--- config.mk ---
export PLATFORM = sky130hd
export DESIGN_NAME = multicycle_control_flat
export DESIGN_NICKNAME = d
export VERILOG_FILES = /design/src/rtl/multicycle_control_pkg.sv /design/src/rtl/multicycle_control_if.sv /design/src/rtl/multicycle_control_branch_cond.sv /design/src/rtl/multicycle_control.sv /design/src/flat_wrapper.sv
export SDC_FILE = /design/constraint.sdc
export NUM_CORES = 1
export LEC_CHECK = 0
export ABC_AREA = 0
export BUFFER_PORTS_ARGS = -buffer_cell sky130_fd_sc_hd__buf_2
export CAP_MARGIN = 40
export CORE_MARGIN = 2
export CORE_UTILIZATION = 49
export CTS_CLUSTER_SIZE = 10
export DETAILED_ROUTE_END_ITERATION = 10
export PLACE_DENSITY = 0.94
export SLEW_MARGIN = 10
export SYNTH_ARGS = -nofsm -noshare
export SYNTH_HDL_FRONTEND = slang
export SYNTH_SLANG_ARGS = --single-unit
--- constraint.sdc ---
create_clock -name clk -period 2.8 [get_ports clk]
set_input_delay 0.56 -clock clk [delete_from_list [all_inputs] [get_ports clk]]
set_output_delay 0.56 -clock clk [all_outputs]
set_load 0.1 [all_outputs]
--- src/rtl/multicycle_control_pkg.sv ---
// multicycle_control_pkg: opcodes, state/ALU/mux encodings and decode helpers; MULDIV_EN makes MULT/DIV legal
package multicycle_control_pkg;
  localparam logic [4:0] OP_NOP  = 5'd0;
  localparam logic [4:0] OP_ADD  = 5'd1;
  localparam logic [4:0] OP_ADDI = 5'd2;
  localparam logic [4:0] OP_SUB  = 5'd3;
  localparam logic [4:0] OP_MULT = 5'd5;
  localparam logic [4:0] OP_DIV  = 5'd7;
  localparam logic [4:0] OP_LR   = 5'd8;
  localparam logic [4:0] OP_SR   = 5'd9;
  localparam logic [4:0] OP_BLEQ = 5'd13;
  localparam logic [4:0] OP_AND  = 5'd14;
  localparam logic [4:0] OP_BEQ  = 5'd18;
  localparam logic [4:0] OP_BNEQ = 5'd19;
  localparam logic [4:0] OP_BGEQ = 5'd22;
  localparam logic [4:0] OP_BGT  = 5'd23;
  localparam logic [4:0] OP_MOV  = 5'd27;

  typedef enum logic [2:0] {
    S_FETCH     = 3'd0,
    S_DECODE    = 3'd1,
    S_EXEC      = 3'd2,
    S_MEM       = 3'd3,
    S_WB        = 3'd4,
    S_HALT      = 3'd5,
    S_EXEC_WAIT = 3'd6
  } state_t;

  localparam logic [3:0] ALU_PASS = 4'd0;
  localparam logic [3:0] ALU_ADD  = 4'd1;
  localparam logic [3:0] ALU_SUB  = 4'd2;
  localparam logic [3:0] ALU_AND  = 4'd3;
  localparam logic [3:0] ALU_MUL  = 4'd4;
  localparam logic [3:0] ALU_DIV  = 4'd5;

  localparam logic PC_SRC_SEQ = 1'b0;
  localparam logic PC_SRC_BR  = 1'b1;
  localparam logic WB_ALU     = 1'b0;
  localparam logic WB_MEM     = 1'b1;
  localparam logic ADDR_PC    = 1'b0;
  localparam logic ADDR_ALU   = 1'b1;

  function automatic logic is_branch(input logic [4:0] op);
    return op inside {OP_BLEQ, OP_BEQ, OP_BNEQ, OP_BGEQ, OP_BGT};
  endfunction

  function automatic logic is_mem(input logic [4:0] op);
    return op inside {OP_LR, OP_SR};
  endfunction

  function automatic logic is_muldiv(input logic [4:0] op);
    return op inside {OP_MULT, OP_DIV};
  endfunction

  function automatic logic uses_imm(input logic [4:0] op);
    return op inside {OP_ADDI, OP_LR, OP_SR};
  endfunction

  function automatic logic is_legal(input logic [4:0] op);
    logic ok;
    ok = is_branch(op) || is_mem(op) || (op inside {OP_NOP, OP_ADD, OP_ADDI, OP_SUB, OP_AND, OP_MOV});
`ifdef MULDIV_EN
    ok = ok || is_muldiv(op);
`endif
    return ok;
  endfunction

  function automatic logic [3:0] alu_sel(input logic [4:0] op);
    return (op inside {OP_ADD, OP_ADDI, OP_LR, OP_SR}) ? ALU_ADD :
           (op == OP_SUB || is_branch(op))             ? ALU_SUB :
           (op == OP_AND)                              ? ALU_AND :
           (op == OP_MULT)                             ? ALU_MUL :
           (op == OP_DIV)                              ? ALU_DIV : ALU_PASS;
  endfunction
endpackage

--- src/rtl/multicycle_control_if.sv ---
// multicycle_control_if: decoder/datapath handshake and control bundle for the sequencing FSM
interface multicycle_control_if #(
  parameter int WIDTH_OPCODE = 5,
  parameter int ALU_OP_BITS  = 4
);
  logic [WIDTH_OPCODE-1:0] opcode;
  logic                    mem_ready;
  logic                    cmp_eq;
  logic                    cmp_lt;
  logic                    alu_done;
  logic                    ir_write;
  logic                    pc_write;
  logic                    pc_src;
  logic                    mem_req;
  logic                    mem_we;
  logic                    mem_addr_sel;
  logic                    alu_src_b;
  logic [ALU_OP_BITS-1:0]  alu_op;
  logic                    alu_start;
  logic                    reg_write;
  logic                    wb_sel;
  logic                    retire;
  logic                    illegal;
  logic [2:0]              state_dbg;

  modport master (
    input  opcode, mem_ready, cmp_eq, cmp_lt, alu_done,
    output ir_write, pc_write, pc_src, mem_req, mem_we, mem_addr_sel, alu_src_b,
           alu_op, alu_start, reg_write, wb_sel, retire, illegal, state_dbg
  );

  modport slave (
    output opcode, mem_ready, cmp_eq, cmp_lt, alu_done,
    input  ir_write, pc_write, pc_src, mem_req, mem_we, mem_addr_sel, alu_src_b,
           alu_op, alu_start, reg_write, wb_sel, retire, illegal, state_dbg
  );
endinterface

--- src/rtl/multicycle_control_branch_cond.sv ---
// multicycle_control_branch_cond: branch-taken decision from opcode and ALU compare flags
module multicycle_control_branch_cond
  import multicycle_control_pkg::*;
#(
  parameter int WIDTH_OPCODE = 5
) (
  input  logic [WIDTH_OPCODE-1:0] opcode,
  input  logic                    cmp_eq,
  input  logic                    cmp_lt,
  output logic                    taken
);
  assign taken = (opcode == OP_BEQ  &&  cmp_eq) ||
                 (opcode == OP_BNEQ && !cmp_eq) ||
                 (opcode == OP_BLEQ && (cmp_lt || cmp_eq)) ||
                 (opcode == OP_BGEQ && !cmp_lt) ||
                 (opcode == OP_BGT  && !cmp_lt && !cmp_eq);
endmodule

--- src/rtl/multicycle_control.sv ---
// multicycle_control: fetch/decode/execute/mem/writeback sequencer; MULDIV_EN adds the mult/div wait state
module multicycle_control
  import multicycle_control_pkg::*;
#(
  parameter int WIDTH_OPCODE = 5,
  parameter int ALU_OP_BITS  = 4
) (
  input logic                 clk,
  input logic                 reset,
  multicycle_control_if.master bus
);
  state_t                  state, next;
  logic                    taken;
  logic [WIDTH_OPCODE-1:0] op;

  assign op = bus.opcode;

  multicycle_control_branch_cond #(.WIDTH_OPCODE(WIDTH_OPCODE)) u_branch_cond (
    .opcode (op),
    .cmp_eq (bus.cmp_eq),
    .cmp_lt (bus.cmp_lt),
    .taken  (taken)
  );

`ifndef MULDIV_EN
  logic unused_alu_done;
  assign unused_alu_done = bus.alu_done;
`endif

  // state register; reset returns to FETCH from anywhere, including HALT
  always_ff @(posedge clk)
    state <= reset ? S_FETCH : next;

  // next-state: memory states hold for mem_ready, HALT holds until reset
  always_comb begin
    next = state;
    case (state)
      S_FETCH:  next = bus.mem_ready ? S_DECODE : S_FETCH;
      S_DECODE: next = (op == OP_NOP) ? S_FETCH : is_legal(op) ? S_EXEC : S_HALT;
      S_EXEC:   next = is_branch(op) ? S_FETCH : is_mem(op) ? S_MEM : is_muldiv(op) ? S_EXEC_WAIT : S_WB;
      S_MEM:    next = !bus.mem_ready ? S_MEM : (op == OP_LR) ? S_WB : S_FETCH;
      S_WB:     next = S_FETCH;
      S_HALT:   next = S_HALT;
`ifdef MULDIV_EN
      S_EXEC_WAIT: next = bus.alu_done ? S_WB : S_EXEC_WAIT;
`endif
      default:  next = S_FETCH;
    endcase
  end

  // control outputs from state qualified by opcode; all forced low while reset is high
  always_comb begin
    bus.ir_write     = 1'b0;
    bus.pc_write     = 1'b0;
    bus.pc_src       = PC_SRC_SEQ;
    bus.mem_req      = 1'b0;
    bus.mem_we       = 1'b0;
    bus.mem_addr_sel = ADDR_PC;
    bus.alu_src_b    = 1'b0;
    bus.alu_op       = ALU_OP_BITS'(ALU_PASS);
    bus.alu_start    = 1'b0;
    bus.reg_write    = 1'b0;
    bus.wb_sel       = WB_ALU;
    bus.retire       = 1'b0;
    bus.illegal      = 1'b0;
    bus.state_dbg    = reset ? 3'd0 : state;
    if (!reset)
      case (state)
        S_FETCH: begin
          bus.mem_req  = 1'b1;
          bus.ir_write = bus.mem_ready;
          bus.pc_write = bus.mem_ready;
        end
        S_DECODE: bus.retire = (op == OP_NOP);
        S_EXEC: begin
          bus.alu_op    = ALU_OP_BITS'(alu_sel(op));
          bus.alu_src_b = uses_imm(op);
          bus.pc_write  = taken;
          bus.pc_src    = taken ? PC_SRC_BR : PC_SRC_SEQ;
          bus.retire    = is_branch(op);
`ifdef MULDIV_EN
          bus.alu_start = is_muldiv(op);
`endif
        end
        S_MEM: begin
          bus.mem_req      = 1'b1;
          bus.mem_addr_sel = ADDR_ALU;
          bus.mem_we       = (op == OP_SR);
          bus.retire       = bus.mem_ready && (op == OP_SR);
        end
        S_WB: begin
          bus.reg_write = 1'b1;
          bus.wb_sel    = (op == OP_LR) ? WB_MEM : WB_ALU;
          bus.retire    = 1'b1;
        end
        S_EXEC_WAIT: bus.alu_op = ALU_OP_BITS'(alu_sel(op));
        S_HALT:      bus.illegal = 1'b1;
        default: ;
      endcase
  end
endmodule

--- src/flat_wrapper.sv ---
// flat-port wrapper written by rule: the top's interface ports become plain ports
module multicycle_control_flat import multicycle_control_pkg::*;
#(
  parameter int WIDTH_OPCODE = 5,
  parameter int ALU_OP_BITS  = 4
)
  (clk, reset, bus_opcode, bus_mem_ready, bus_cmp_eq, bus_cmp_lt, bus_alu_done, bus_ir_write, bus_pc_write, bus_pc_src, bus_mem_req, bus_mem_we, bus_mem_addr_sel, bus_alu_src_b, bus_alu_op, bus_alu_start, bus_reg_write, bus_wb_sel, bus_retire, bus_illegal, bus_state_dbg);
  multicycle_control_if #(.WIDTH_OPCODE(WIDTH_OPCODE), .ALU_OP_BITS(ALU_OP_BITS)) bus_i ();
  input logic clk;
  input logic reset;
  input wire logic [$bits(bus_i.opcode)-1:0] bus_opcode;
  input wire logic [$bits(bus_i.mem_ready)-1:0] bus_mem_ready;
  input wire logic [$bits(bus_i.cmp_eq)-1:0] bus_cmp_eq;
  input wire logic [$bits(bus_i.cmp_lt)-1:0] bus_cmp_lt;
  input wire logic [$bits(bus_i.alu_done)-1:0] bus_alu_done;
  output wire logic [$bits(bus_i.ir_write)-1:0] bus_ir_write;
  output wire logic [$bits(bus_i.pc_write)-1:0] bus_pc_write;
  output wire logic [$bits(bus_i.pc_src)-1:0] bus_pc_src;
  output wire logic [$bits(bus_i.mem_req)-1:0] bus_mem_req;
  output wire logic [$bits(bus_i.mem_we)-1:0] bus_mem_we;
  output wire logic [$bits(bus_i.mem_addr_sel)-1:0] bus_mem_addr_sel;
  output wire logic [$bits(bus_i.alu_src_b)-1:0] bus_alu_src_b;
  output wire logic [$bits(bus_i.alu_op)-1:0] bus_alu_op;
  output wire logic [$bits(bus_i.alu_start)-1:0] bus_alu_start;
  output wire logic [$bits(bus_i.reg_write)-1:0] bus_reg_write;
  output wire logic [$bits(bus_i.wb_sel)-1:0] bus_wb_sel;
  output wire logic [$bits(bus_i.retire)-1:0] bus_retire;
  output wire logic [$bits(bus_i.illegal)-1:0] bus_illegal;
  output wire logic [$bits(bus_i.state_dbg)-1:0] bus_state_dbg;
  assign bus_i.opcode = bus_opcode;
  assign bus_i.mem_ready = bus_mem_ready;
  assign bus_i.cmp_eq = bus_cmp_eq;
  assign bus_i.cmp_lt = bus_cmp_lt;
  assign bus_i.alu_done = bus_alu_done;
  assign bus_ir_write = bus_i.ir_write;
  assign bus_pc_write = bus_i.pc_write;
  assign bus_pc_src = bus_i.pc_src;
  assign bus_mem_req = bus_i.mem_req;
  assign bus_mem_we = bus_i.mem_we;
  assign bus_mem_addr_sel = bus_i.mem_addr_sel;
  assign bus_alu_src_b = bus_i.alu_src_b;
  assign bus_alu_op = bus_i.alu_op;
  assign bus_alu_start = bus_i.alu_start;
  assign bus_reg_write = bus_i.reg_write;
  assign bus_wb_sel = bus_i.wb_sel;
  assign bus_retire = bus_i.retire;
  assign bus_illegal = bus_i.illegal;
  assign bus_state_dbg = bus_i.state_dbg;
  multicycle_control #(.WIDTH_OPCODE(WIDTH_OPCODE), .ALU_OP_BITS(ALU_OP_BITS)) u_core (.clk(clk), .reset(reset), .bus(bus_i));
endmodule
==> results.md <==
- Outcome: finished clean
- Post-CTS setup buffers: 0
- Residual DRC: 0
- Slack of the critical path: 195 ps
- Compound-gate portion of the synthesized area: 31.6%
- # setup viols final: 0
- IO buf count: 26
- CP Launch Type: primary input
- Pre-CTS WS: 241 ps
- Worst ir drop on vdd: 0.302 mV
- Drt pass-1 iters: 4
- Max-Cap Viols: 0
- Number of routed nets with antenna violations: 0
- GPL Wtd Cong: 0.854
- Iter 0 DRT Violations: 46
- Power per cell area: 369 nW/um2
- Sequential Power Share: 15.3%
- Vias in the first global route: 694
- Psw: 0.191 mW
- Skew final: 0.914 ps
- WP data required: 2240 ps
- Clock Tree Buf Depth: 2
- Die X: 40.4 um
- Global Route Usage Sum: 28.1%
- Biggest register: u_core.state
- CTS buffer count: 3
- Io pins: 30
- GRT overflow: 0
- Initial Utilization: 51.2%
- Crit. End Element: output port
- Cells after Synth: 93
- Crit Path Max Fanout: 13
- Adder-Cell Fraction of Synth Area: 0%
- Routed wire length: 1890 um
- Skew-Pair Late Insertion Delay: 230 ps
- Ys async rst share: 0%
- First-pass GRT wire length: 3110 um
- Multi-input logic area: 612 um2
- Most common cell after layout, fill and taps aside: buf_2
- Critical Path Slowest Stage Cell: nor3b_2
- Post-synthesis simple-gate area fraction: 44.1%
- H-tree level count: 1
- CP peak stage delay: 400 ps
- Largest family of logic cells by synthesized area: simple AND/OR/NAND/NOR gates
- CTS Hold Bufs: 0
- Post-DR vias/cell: 6.23
- Yosys reg bits: 3
- Final worst path period share: 93.0%
- Via count: 810
- FP Rows: 13
- Ant diodes: 0
- Final instance area: 956 um2
- Shortest period the worst path allows: 2600 ps
- Fmax achieved: 0.384 GHz
- Max FFs per register: 3
- Post-cts resize count: 0
- Synth warn: 0
- Hold Path Class: primary input to flop
- Distinct cells, synth: 44
- Final Max Tran Viols: 0
- Post-synth EDFFs: 0
- Initial antenna violation count: 0
- Die footprint: 1630 um2
- Synth Cell Area: 649 um2
- CP Cell Sequence: buf_2 -> nor3b_2 -> nand3_1 -> a311o_1 -> o2bb2ai_2 -> buf_12
- Pint: 0.161 mW
- Regs by FF count: u_core.state (3)
- Clk sink count: 3
- Comb pwr share: 61.3%
- Crit path kind: primary input to output port
- Ratio of cells with drive above 1 in the final layout: 38.3%
- Most frequent cells in the layout: buf_2, nand2b_1, nor2_1, buf_12, nor2b_1
- Worst hold slack: 662 ps
- Syn avg cell area: 6.98 um2
- Final Hold Fails: 0
- Area grow syn2layout: 47.2%
- Largest net degree at the start of global routing: 20
- Clock share of power: 23.4%
- Total area of sequential cells: 60.1 um2
- Setup_tns: 0 ps
- FILL cells: 84
- Sequential element share of the synthesized area: 9.25%
- Post-Synth XOR/XNOR Area: 4.05%
- Layout Nets: 127
- CTS tree: yes
- Reg clk slew, reported paths: 40 ps
- Core box area: 1270 um2
- Die Span Y: 40.4 um
- Worst EP arrival: 2040 ps
- RSZ-0062 raised after global routing: false
- Root buffer cell: clkbuf_4
- Worst path top cell family by delay: compound AO/OA/AOI/OAI gates
- Routed length per instance: 14.5 um
- DP HPWL: 1430 um
- Final Power: 0.353 mW
- Leak pwr: 0.407 nW
- Placed cell areas: 930 um2
- Ys flop type: dfxtp_1
- Switching part of the total: 54.3%
- Mux cell area share after synthesis: 0%
- Buf/Inv on CP: 2
[power by group through the flow]
stage	sequential [mW]	clock [mW]	combinational [mW]
after global routing	0.0542	0.0901	0.228
after global placement	0.0540	0	0.209
after floorplan	0.0503	0	0.177
after detailed placement	0.0545	0	0.214
after CTS	0.0537	0.0797	0.215
final	0.0538	0.0826	0.216
[final cells by class]
class                           instances  share of cell area (%)
Multi-Input combinational cell         79                    64.0
Timing Repair Buffer                   28                    24.6
Sequential cell                         3                    6.28
Clock buffer                            4                    2.75
Tap cell                               15                    1.96
Inverter                                1                   0.393
[path summary, 6_finish.rpt]
path	start	end	slack, ps	cells past startpoint
min reg2reg	u_core.state[1]	u_core.state[1]	680	3
max	bus_opcode[3]	bus_retire	200	6
min	bus_mem_ready	u_core.state[2]	660	2
max reg2reg	u_core.state[2]	u_core.state[0]	1170	4
[worst register-to-register path, cell delays in order, from the launching register on]
cell and delay, ps:
dfxtp_1 440, nor2_1 440, o21ai_0 300, a221oi_1 270
or2_1 130
[per-stage QoR]
stage	cells	util, %
after floorplan	94	-
after global placement	126	73.3
after detailed placement	126	73.3
after CTS	130	75.3
after global routing	130	75.3
final	130	75.3
[cells by family (layout without fill, tap and decap cells)]
family | Yosys count | in the layout
other cells | 1 | 2
compound gates | 26 | 26
simple gates | 48 | 48
xor+xnor | 3 | 3
buf+inv | 12 | 33
flops | 3 | 3
[cell usage after synthesis, drive strengths merged (4+ instances only)]
master,count,share of area (%)
buf,9,8.7
a21oi,4,3.1
and3,4,3.9
nor2b,6,5.8
o21ai,4,3.1
nor2,7,4.0
nand2b,7,6.7
[metal layers]
layer | vias to the layer above | global-route usage [%] | wire (um)
li1 | 387 | - | -
met1 | 367 | 35.0 | 724
met2 | 54 | 48.4 | 999
met3 | 2 | 6.11 | 157
met4 | 0 | 6.67 | 7
met5 | - | 0 | 0
(Power assumes the default switching activity.)
